$ cat config.mk
export PLATFORM = sky130hd
export DESIGN_NAME = instruction_cache_refill_engine
export DESIGN_NICKNAME = d
export VERILOG_FILES = /design/src/rtl/instruction_cache_refill_engine_pkg.sv /design/src/rtl/instruction_cache_refill_engine_beat_assembler.sv /design/src/rtl/instruction_cache_refill_engine.sv
export SDC_FILE = /design/constraint.sdc
export NUM_CORES = 1
export LEC_CHECK = 0
export ABC_CLOCK_PERIOD_IN_PS = 2450
export CORE_AREA = 8 8 279 281
export DETAILED_ROUTE_END_ITERATION = 16
export DIE_AREA = 0 0 287 289
export GPL_TIMING_DRIVEN = 1
export HOLD_SLACK_MARGIN = 0.06
export SLEW_MARGIN = 15
export SYNTH_ARGS = -nofsm -noshare
export SYNTH_HDL_FRONTEND = slang
export SYNTH_SLANG_ARGS = --single-unit
$ cat constraint.sdc
create_clock -name CLK -period 2.45 [get_ports CLK]
set_input_delay 0.3675 -clock CLK [delete_from_list [all_inputs] [get_ports CLK]]
set_output_delay 0.3675 -clock CLK [all_outputs]
set_load 0.02 [all_outputs]
$ cat src/rtl/instruction_cache_refill_engine_pkg.sv
// Shared definitions for the instruction-cache refill engine: FSM encoding,
// logic-level constants and the parameter derivations used by every file.
package instruction_cache_refill_engine_pkg;

    typedef enum logic [1:0] {
        IDLE = 2'd0,
        REQ  = 2'd1,
        FILL = 2'd2,
        RESP = 2'd3
    } refill_state_e;

    localparam logic HIGH = 1'b1;
    localparam logic LOW  = 1'b0;

    // Smallest n with 2**n >= value; evaluated at elaboration time only.
    function automatic int clog2(input int value);
        int result;
        result = 0;
        for (int i = 0; i < 31; i++) begin
            if ((1 << i) < value) begin
                result = i + 1;
            end
        end
        return result;
    endfunction

    // Number of L2 response beats that make up one L1 line.
    function automatic int calc_beats(input int block_width, input int bus_width);
        return block_width / bus_width;
    endfunction

    // Width of a block address once the byte offset within a line is dropped.
    function automatic int calc_block_addr_width(input int address_width,
                                                 input int word_size,
                                                 input int word_per_block);
        return address_width - clog2(word_size * word_per_block);
    endfunction

    // Beat counter width; a single-beat line still needs a one-bit counter.
    function automatic int calc_counter_width(input int beats);
        return (beats > 1) ? clog2(beats) : 1;
    endfunction

endpackage

$ cat src/rtl/instruction_cache_refill_engine_beat_assembler.sv
// Collects narrow L2 response beats into one full cache line, lowest slice
// first, and flags a LAST marker that disagrees with the beat count.
module refill_beat_assembler
    import instruction_cache_refill_engine_pkg::*;
#(
    parameter int   BLOCK_WIDTH = 512,
    parameter int   BUS_WIDTH   = 128,
    localparam int  BEATS       = calc_beats(BLOCK_WIDTH, BUS_WIDTH),
    localparam int  COUNT_WIDTH = calc_counter_width(BEATS)
) (
    input  logic                   clk,
    input  logic                   rst,
    input  logic                   clear,
    input  logic                   beat_accept,
    input  logic [BUS_WIDTH-1:0]   beat_data,
    input  logic                   beat_last,
    output logic [BLOCK_WIDTH-1:0] line,
    output logic                   done,
    output logic                   error
);

    localparam logic [COUNT_WIDTH-1:0] LAST_INDEX = COUNT_WIDTH'(BEATS - 1);

    logic [COUNT_WIDTH-1:0] beat_count_q, beat_count_d;
    logic [BLOCK_WIDTH-1:0] line_q, line_d;
    logic                   error_q, error_d;
    logic                   final_beat;

    // Next-state: write the accepted beat into its slice, advance or wrap the
    // counter, and latch an error whenever LAST does not match the final beat.
    always_comb begin
        beat_count_d = beat_count_q;
        line_d       = line_q;
        error_d      = error_q;
        done         = LOW;
        final_beat   = (beat_count_q == LAST_INDEX);
        if (clear) begin
            beat_count_d = '0;
        end else if (beat_accept) begin
            for (int k = 0; k < BEATS; k++) begin
                if (beat_count_q == COUNT_WIDTH'(k)) begin
                    line_d[k*BUS_WIDTH +: BUS_WIDTH] = beat_data;
                end
            end
            if (beat_last != final_beat) begin
                error_d = HIGH;
            end
            if (final_beat) begin
                beat_count_d = '0;
                done         = HIGH;
            end else begin
                beat_count_d = beat_count_q + 1'b1;
            end
        end
    end

    // State registers; the line is cleared only by reset and otherwise keeps
    // the previous block until each slice is overwritten.
    always_ff @(posedge clk) begin
        if (rst) begin
            beat_count_q <= '0;
            line_q       <= '0;
            error_q      <= LOW;
        end else begin
            beat_count_q <= beat_count_d;
            line_q       <= line_d;
            error_q      <= error_d;
        end
    end

    assign line  = line_q;
    assign error = error_q;

endmodule

$ cat src/rtl/instruction_cache_refill_engine.sv
// Refill engine between the L1 instruction-cache controller and L2: takes one
// block miss, issues it to L2, assembles the returned beats and hands the line
// back to L1. Only one miss is in flight at any time.
module instruction_cache_refill_engine
    import instruction_cache_refill_engine_pkg::*;
#(
    parameter int   ADDRESS_WIDTH    = 32,
    parameter int   BLOCK_WIDTH      = 512,
    parameter int   BUS_WIDTH        = 128,
    parameter int   WORD_SIZE        = 4,
    parameter int   WORD_PER_BLOCK   = 16,
    localparam int  BLOCK_ADDR_WIDTH = calc_block_addr_width(ADDRESS_WIDTH, WORD_SIZE, WORD_PER_BLOCK)
) (
    input  logic                        CLK,
    input  logic                        RST,
    input  logic                        ADDRESS_TO_L2_VALID_INSTRUCTION_CACHE,
    output logic                        ADDRESS_TO_L2_READY_INSTRUCTION_CACHE,
    input  logic [BLOCK_ADDR_WIDTH-1:0] ADDRESS_TO_L2_INSTRUCTION_CACHE,
    output logic                        DATA_FROM_L2_VALID_INSTRUCTION_CACHE,
    input  logic                        DATA_FROM_L2_READY_INSTRUCTION_CACHE,
    output logic [BLOCK_WIDTH-1:0]      DATA_FROM_L2_INSTRUCTION_CACHE,
    output logic                        L2_REQ_VALID,
    input  logic                        L2_REQ_READY,
    output logic [BLOCK_ADDR_WIDTH-1:0] L2_REQ_ADDRESS,
    input  logic                        L2_RSP_VALID,
    output logic                        L2_RSP_READY,
    input  logic [BUS_WIDTH-1:0]        L2_RSP_DATA,
    input  logic                        L2_RSP_LAST,
    output logic                        PROTOCOL_ERROR,
    output logic [31:0]                 REFILL_COUNT
);

    refill_state_e               state_q, state_d;
    logic [BLOCK_ADDR_WIDTH-1:0] address_q, address_d;
    logic [31:0]                 refill_count_q, refill_count_d;

    logic request_fire;
    logic l2_request_fire;
    logic beat_fire;
    logic line_fire;
    logic fill_done;

    // Handshake strobes; every port's valid/ready is a pure decode of the
    // registered state, so none of them depends combinationally on an input
    // other than reset.
    assign ADDRESS_TO_L2_READY_INSTRUCTION_CACHE = (state_q == IDLE) & ~RST;
    assign L2_REQ_VALID                          = (state_q == REQ);
    assign L2_RSP_READY                          = (state_q == FILL);
    assign DATA_FROM_L2_VALID_INSTRUCTION_CACHE  = (state_q == RESP);

    assign request_fire    = ADDRESS_TO_L2_VALID_INSTRUCTION_CACHE & ADDRESS_TO_L2_READY_INSTRUCTION_CACHE;
    assign l2_request_fire = L2_REQ_VALID & L2_REQ_READY;
    assign beat_fire       = L2_RSP_VALID & L2_RSP_READY;
    assign line_fire       = DATA_FROM_L2_VALID_INSTRUCTION_CACHE & DATA_FROM_L2_READY_INSTRUCTION_CACHE;

    refill_beat_assembler #(
        .BLOCK_WIDTH (BLOCK_WIDTH),
        .BUS_WIDTH   (BUS_WIDTH)
    ) u_beat_assembler (
        .clk         (CLK),
        .rst         (RST),
        .clear       (l2_request_fire),
        .beat_accept (beat_fire),
        .beat_data   (L2_RSP_DATA),
        .beat_last   (L2_RSP_LAST),
        .line        (DATA_FROM_L2_INSTRUCTION_CACHE),
        .done        (fill_done),
        .error       (PROTOCOL_ERROR)
    );

    // FSM next-state: latch the miss address, wait for L2 to take it, wait
    // for the assembler to count in a full line, then hold it until L1 takes
    // it. A request arriving alongside the RESP handshake waits for IDLE.
    always_comb begin
        state_d        = state_q;
        address_d      = address_q;
        refill_count_d = refill_count_q;
        case (state_q)
            IDLE: begin
                if (request_fire) begin
                    address_d = ADDRESS_TO_L2_INSTRUCTION_CACHE;
                    state_d   = REQ;
                end
            end
            REQ: begin
                if (l2_request_fire) begin
                    state_d = FILL;
                end
            end
            FILL: begin
                if (fill_done) begin
                    state_d = RESP;
                end
            end
            RESP: begin
                if (line_fire) begin
                    state_d = IDLE;
                    if (refill_count_q != 32'hFFFF_FFFF) begin
                        refill_count_d = refill_count_q + 32'd1;
                    end
                end
            end
            default: begin
                state_d = IDLE;
            end
        endcase
    end

    // FSM and bookkeeping registers; reset abandons any refill in progress.
    always_ff @(posedge CLK) begin
        if (RST) begin
            state_q        <= IDLE;
            address_q      <= '0;
            refill_count_q <= '0;
        end else begin
            state_q        <= state_d;
            address_q      <= address_d;
            refill_count_q <= refill_count_d;
        end
    end

    assign L2_REQ_ADDRESS = address_q;
    assign REFILL_COUNT   = refill_count_q;

endmodule

# Word level (Yosys, flattened, before mapping)
# Cells that the tools add are included.
# totals
ff_bits	575
input_bits	161
out_inout_bits	575
word_cells	50
# op_classes
add_sub_neg	2
n_eq_ne	12
n_mux	9
n_reduce_logical	11
n_bitwise	7
# ops
cell	n
32-bit by 1-bit adder with 32-bit output, second input constant	1
32-bit inequality test, second input constant	1
3-bit AND reduction	6
2-bit two-way mux	5
2-bit equality test, second input constant	4
2-bit one-hot mux with 4 select lines	1
2-bit by 1-bit inequality test with 1-bit output, second input constant	3
1-bit AND	5
2-bit by 1-bit equality test with 1-bit output, second input constant	2
2-bit zero test	2
4-bit AND reduction	1
1-bit two-way mux	3
2-bit by 1-bit adder with 2-bit output, second input constant	1
2-bit inequality test, second input constant	1
1-bit NOT	2
2-bit AND reduction	1
2-bit OR reduction	1
1-bit inequality test	1

# Depth between registers and ports, before layout
# logic_depth
ltp_word	6
depth_mapped	9

# By module
# A second synthesis with hierarchy kept.
# hier_totals
cells_unflattened	2150
hier_area_um2	23047.1
# modules_own_cells
mod	area_per_inst_um2	cells_per_inst	seq_area_each_um2	instances
refill_beat_assembler	20303.2	1817	10309.9	1
instruction_cache_refill_engine	2743.9	333	1201.2	1

# Least setup slack after synthesis
# OpenSTA, ideal clock, no wires.
# synth_path
kind	reg2reg
startpoint	register refill_count_q[20], in the netlist REFILL_COUNT[20]
endpoint	register refill_count_q[31], in the netlist REFILL_COUNT[31]
n_path_buf	0
arrival_time_ps	2203
path_stages_with_launch	6
setup_slack_ps	177
setup_ps	70
required_ps	2380
synth_period_minus_slack_ps	2273
path_cell_list	dfxtp_1 > nand4_2 > or4_4 > or4_4 > or4_1 > a21oi_1
# synth_via
elab_chain_cells	2
elab_cells_between_ends	3
classes_between	add/sub: 1; eq/ne: 1; reduce/logical: 1
# synth_lines
item	line	rtl
from (decl)	instruction_cache_refill_engine.sv:35	logic [31:0] refill_count_q, refill_count_d;
from (signal assigned)	instruction_cache_refill_engine.sv:118	refill_count_q <= refill_count_d;
parallel branches: the longest is 2 deep, another holds 32-bit by 1-bit adder with 32-bit output	n/a	
# Parallel ways; which one is timed is not known.
# A chain may end at the register's enable or synchronous reset.

# Worst setup path in the final report
# layout_path
startpoint	register state_q[1]
endpoint	output port L2_REQ_VALID
# layout_via
elab_chain_cells	1
# layout_lines
item	line	rtl
from (decl)	instruction_cache_refill_engine.sv:33	refill_state_e state_q, state_d;
from (signal assigned)	instruction_cache_refill_engine.sv:116	state_q <= state_d;
2-bit by 1-bit equality test with 1-bit output	instruction_cache_refill_engine.sv:47	assign L2_REQ_VALID = (state_q == REQ);
to (decl)	instruction_cache_refill_engine.sv:22	output logic L2_REQ_VALID,
# Every way passes these cells.

==> results.txt <==
The non-filler instance count after layout is about 4300. For this run, the top clock speed supported by timing is between 400 and 500 MHz. The worst setup path is launched from a flip-flop.

The gate family responsible for the most delay along the worst path is buffers and inverters. The number of fill cells in the layout came out at roughly 7400. The number of nets with antenna violations after detailed routing is 0. The library cell used most frequently in the layout, excluding fill and tap cells, is sky130_fd_sc_hd__nand2_1. The total wirelength of the detailed-routed design came out at approximately 86000 µm. The maximum number of pins on one net before global-route repair is 180. The proportion of synthesized chip area in sequential cells came out at around 57%. The critical path crosses 3 cells after its start point. The post-synthesis instance area is slightly above 20000 µm².

The residual overflow from global routing came out at 0. The die span in x is approximately 290 µm. The critical path starts at state_q[1].

The slack of the worst reg-to-reg path came out at ~180 ps. The number of cell rows came out at 100. The overall die height came out at around 290 µm. The number of antenna violations at the first check in global routing is 3. The number of nets handed over by synthesis was around 2800. The power density over the cells came out at just over 700 nW/µm².

The worst register-to-register path ends at REFILL_COUNT[23]. The top-level I/O count is between 700 and 800. The placeable core region is 73570 µm². The share of the cycle needed by the critical path after routing is just over 90%. The worst slew margin relative to its limit came out at a little over a third.

The estimated wirelength of the detail-placed design came out at a little over 60000 µm. The buffer depth of the longest clock path is 3. Buffers inserted during clock tree synthesis total 69.

Summed over all failing endpoints, the final setup total negative slack is 0 ps. The library cell occupying the most area in the post-synthesis netlist is sky130_fd_sc_hd__dfxtp_1. The arrival time at the worst endpoint came out at around 1900 ps. Dividing the detail-routed wire length by the instance count gives 20.02 µm. The worst setup path is of the reg2out kind. The slowest stage of the critical path is the sky130_fd_sc_hd__clkdlybuf4s50_1 cell. For this configuration, the core starts out at a cell density of around 28%. The final setup violation count is 0. The critical path ends at L2_REQ_VALID. The buffer and inverter count on the worst path came out at 2. The detailed router finished its first iteration with about 1300 violations. Traced cell by cell, the critical path runs through inv_1, ha_1, clkdlybuf4s50_1.

The via count of the first global-routing pass is between 15000 and 20000. The number of H-tree branching levels came out at 3. The minimum clock period came out at ~2300 ps.

After detailed routing, the number of remaining DRC violations is 0. The register cell area after layout came out at approximately 12000 µm². The number of synthesized register bits came out at ~580.

The number of max-slew violations in the final report is 0. The top-area cell type share of the netlist area came out at between 50% and 60%. Summing internal, switching and leakage power gives 22520 µW.

The die covers around 83000 µm². The average vias per placed instance came out at approximately 4.6. For the worst-skew pair, the clock arrives at the later sink with an insertion delay of just under 600 ps.

Counting tap cells, the placed design contains a total of between 4000 and 5000 instances. TritonCTS built the clock tree. The first-pass iteration count of the detailed router is 7. The final hold violation count came out at 0. The worst min-delay path class is in2reg. The number of cells on the worst reg-to-reg path is 5. The root buffer selected by CTS is sky130_fd_sc_hd__clkbuf_16. In this run the critical register-to-register path is launched from REFILL_COUNT[6]. The first global-routing pass estimated 125100 µm of wire. The share of layout cells above drive strength 1 came out at approximately 5.7%. The highest net fanout along the worst path came out at 4. The max-cap violation count came out at 0. In this design, the stage delay of the slowest critical-path cell is about 660 ps.

The via count came out at roughly 20000. During placement, the flow inserted port buffers numbering ~740. The flow ran to the end, and the final reports show no timing, DRC or antenna violations. STA classifies the critical path endpoint as a primary output.

After synthesis, the cell types taking the most area are sky130_fd_sc_hd__dfxtp_1, sky130_fd_sc_hd__nand2_1, sky130_fd_sc_hd__a21oi_1, sky130_fd_sc_hd__clkbuf_1, sky130_fd_sc_hd__nand3b_1. The post-route clock skew is 16.77 ps. The cell count after synthesis came out at 2592. The reported leakage power came out at between 0.01 and 0.015 µW. The count of warnings emitted by yosys is 0. Setup repair after global routing left no endpoint under its margin. The required time reported for the critical path endpoint is approximately 2100 ps. After the last flow step, the layout net total stands at approximately 3400. The final weighted congestion in routability-driven placement came out at about 0.85.

Global routing used 19.39% of the available tracks. The worst-case vdd ir drop came out at a little over 0.6 mV. Counting every sink on the clock net gives 575. The area of the multi-input gates is ~8000 µm².

The mean instance size in the synthesized netlist is 7.838 µm². The area growth from synthesis to final layout came out at 54.15%. The CTS clock-pin slew for the worst setup and hold paths came out at 60 ps. The number of different library cells in the post-synthesis netlist is 38.

At the pin with the least slew margin, the transition time is a little under 1000 ps. The library cells used most frequently in the layout, excluding fill and tap cells, are sky130_fd_sc_hd__nand2_1, sky130_fd_sc_hd__clkdlybuf4s50_1, sky130_fd_sc_hd__dfxtp_1.
[worst min-delay path by stage]
stage	slack, ps	startpoint	to	depth (start not counted)
3_3_place_gp	440	u_beat_assembler.line[45]	u_beat_assembler.line[45]	2
4_1_cts	270	ADDRESS_TO_L2_INSTRUCTION_CACHE[15]	L2_REQ_ADDRESS[15]	3
5_1_grt	280	ADDRESS_TO_L2_INSTRUCTION_CACHE[15]	L2_REQ_ADDRESS[15]	3
2_1_floorplan	470	ADDRESS_TO_L2_INSTRUCTION_CACHE[0]	L2_REQ_ADDRESS[0]	2
6_report	320	ADDRESS_TO_L2_INSTRUCTION_CACHE[5]	L2_REQ_ADDRESS[5]	3
3_5_place_dp	450	u_beat_assembler.line[331]	u_beat_assembler.line[331]	2
[report_power, final]
part / leakage [µW] / internal [µW] / switching, µW
sequential: 0.00464 / 9650 / 163
combinational: 0.00462 / 1040 / 1540
clock: 0.00109 / 6010 / 4120
total: 0.0103 / 16700 / 5820
[layer usage]
| layer | global-route usage [%] | up-vias | share of wire [%] | wire [µm] |
|---|---|---|---|---|
| met3 | 6.186 | 134 | 8.4 | 7210 |
| met2 | 33.22 | 629 | 49 | 42020 |
| met1 | 22.68 | 9289 | 40 | 34020 |
| met5 | 0 | - | 0 | 0 |
| li1 | - | 9809 | - | - |
| met4 | 6.792 | 0 | 3.2 | 2769 |
[what timing repair did]
action                                  in CTS  in global routing
resized for setup                            1                  2
endpoints found under the setup margin       1                  3
buffers inserted                             0                  0
hold endpoints to repair                     8                  0
hold buffers                                 1                  0
[cell families after synthesis]
family                     Yosys count  synth area share (%)
buffers and inverters              197                 3.658
muxes                                4                0.2155
and+or+nand+nor                   1229                 24.36
xor gates and xnor gates             2               0.08624
adders and majority gates           10                0.6159
DFF                                575                 56.66
AOI/OAI and AO/OA                  575                 14.40
[sequential cells by signal, summed over array words and instances, names as in the netlist]
name	count
u_beat_assembler.line	512
u_beat_assembler.error	1
REFILL_COUNT	32
L2_REQ_ADDRESS	26
state_q	2
u_beat_assembler.beat_count_q	2
[area by class of cell]
class,count,share of cell area (%)
antenna,3,0.02397
inverter,9,0.1079
clock inverter,25,0.9269
clock buffer,94,6.201
multi-input combinational,1820,25.92
tap,969,3.871
timing repair buffer,801,26.19
sequential,575,36.76
[synth_stat cells, drive strengths merged]
cell and number:
nand2b 1, nor2b 4, xor2 1, o21ai 17
nand4 12, nor2 15, inv 9, nor4 4
mux2 3, buf 11, nand2 1096, and4 1
o21ba 1, ha 10, nand3 19, nor3 9
nand3b 28, xnor2 1, or3 19, o31a 1
a21boi 1, o41ai 1, mux2i 1, a21oi 542
a222oi 1, or4 13, and3 6, dfxtp 575
o31ai 10, a211oi 1, and2 2, clkbuf 177
[through the flow]
stage | utilization, % | worst slack, ps | area (µm²) | hold WS [ps]
5_1_grt | 42.57 | 19.57 | 31320 | 282.2
3_3_place_gp | 39.50 | 230.5 | 29060 | 440.3
4_1_cts | 42.55 | 60.05 | 31300 | 267.5
6_report | 42.57 | 167.1 | 31320 | 322.5
3_5_place_dp | 39.50 | 182.4 | 29060 | 445.3
2_1_floorplan | - | 177.0 | 20320 | 466.5
[tightest hold or removal path, delay by kind of cell]
family	cells	cell delay (ps)
buffers and inverters	1	400
and+or+nand+nor	2	90
No activity file was read; power rests on OpenSTA's default activity.
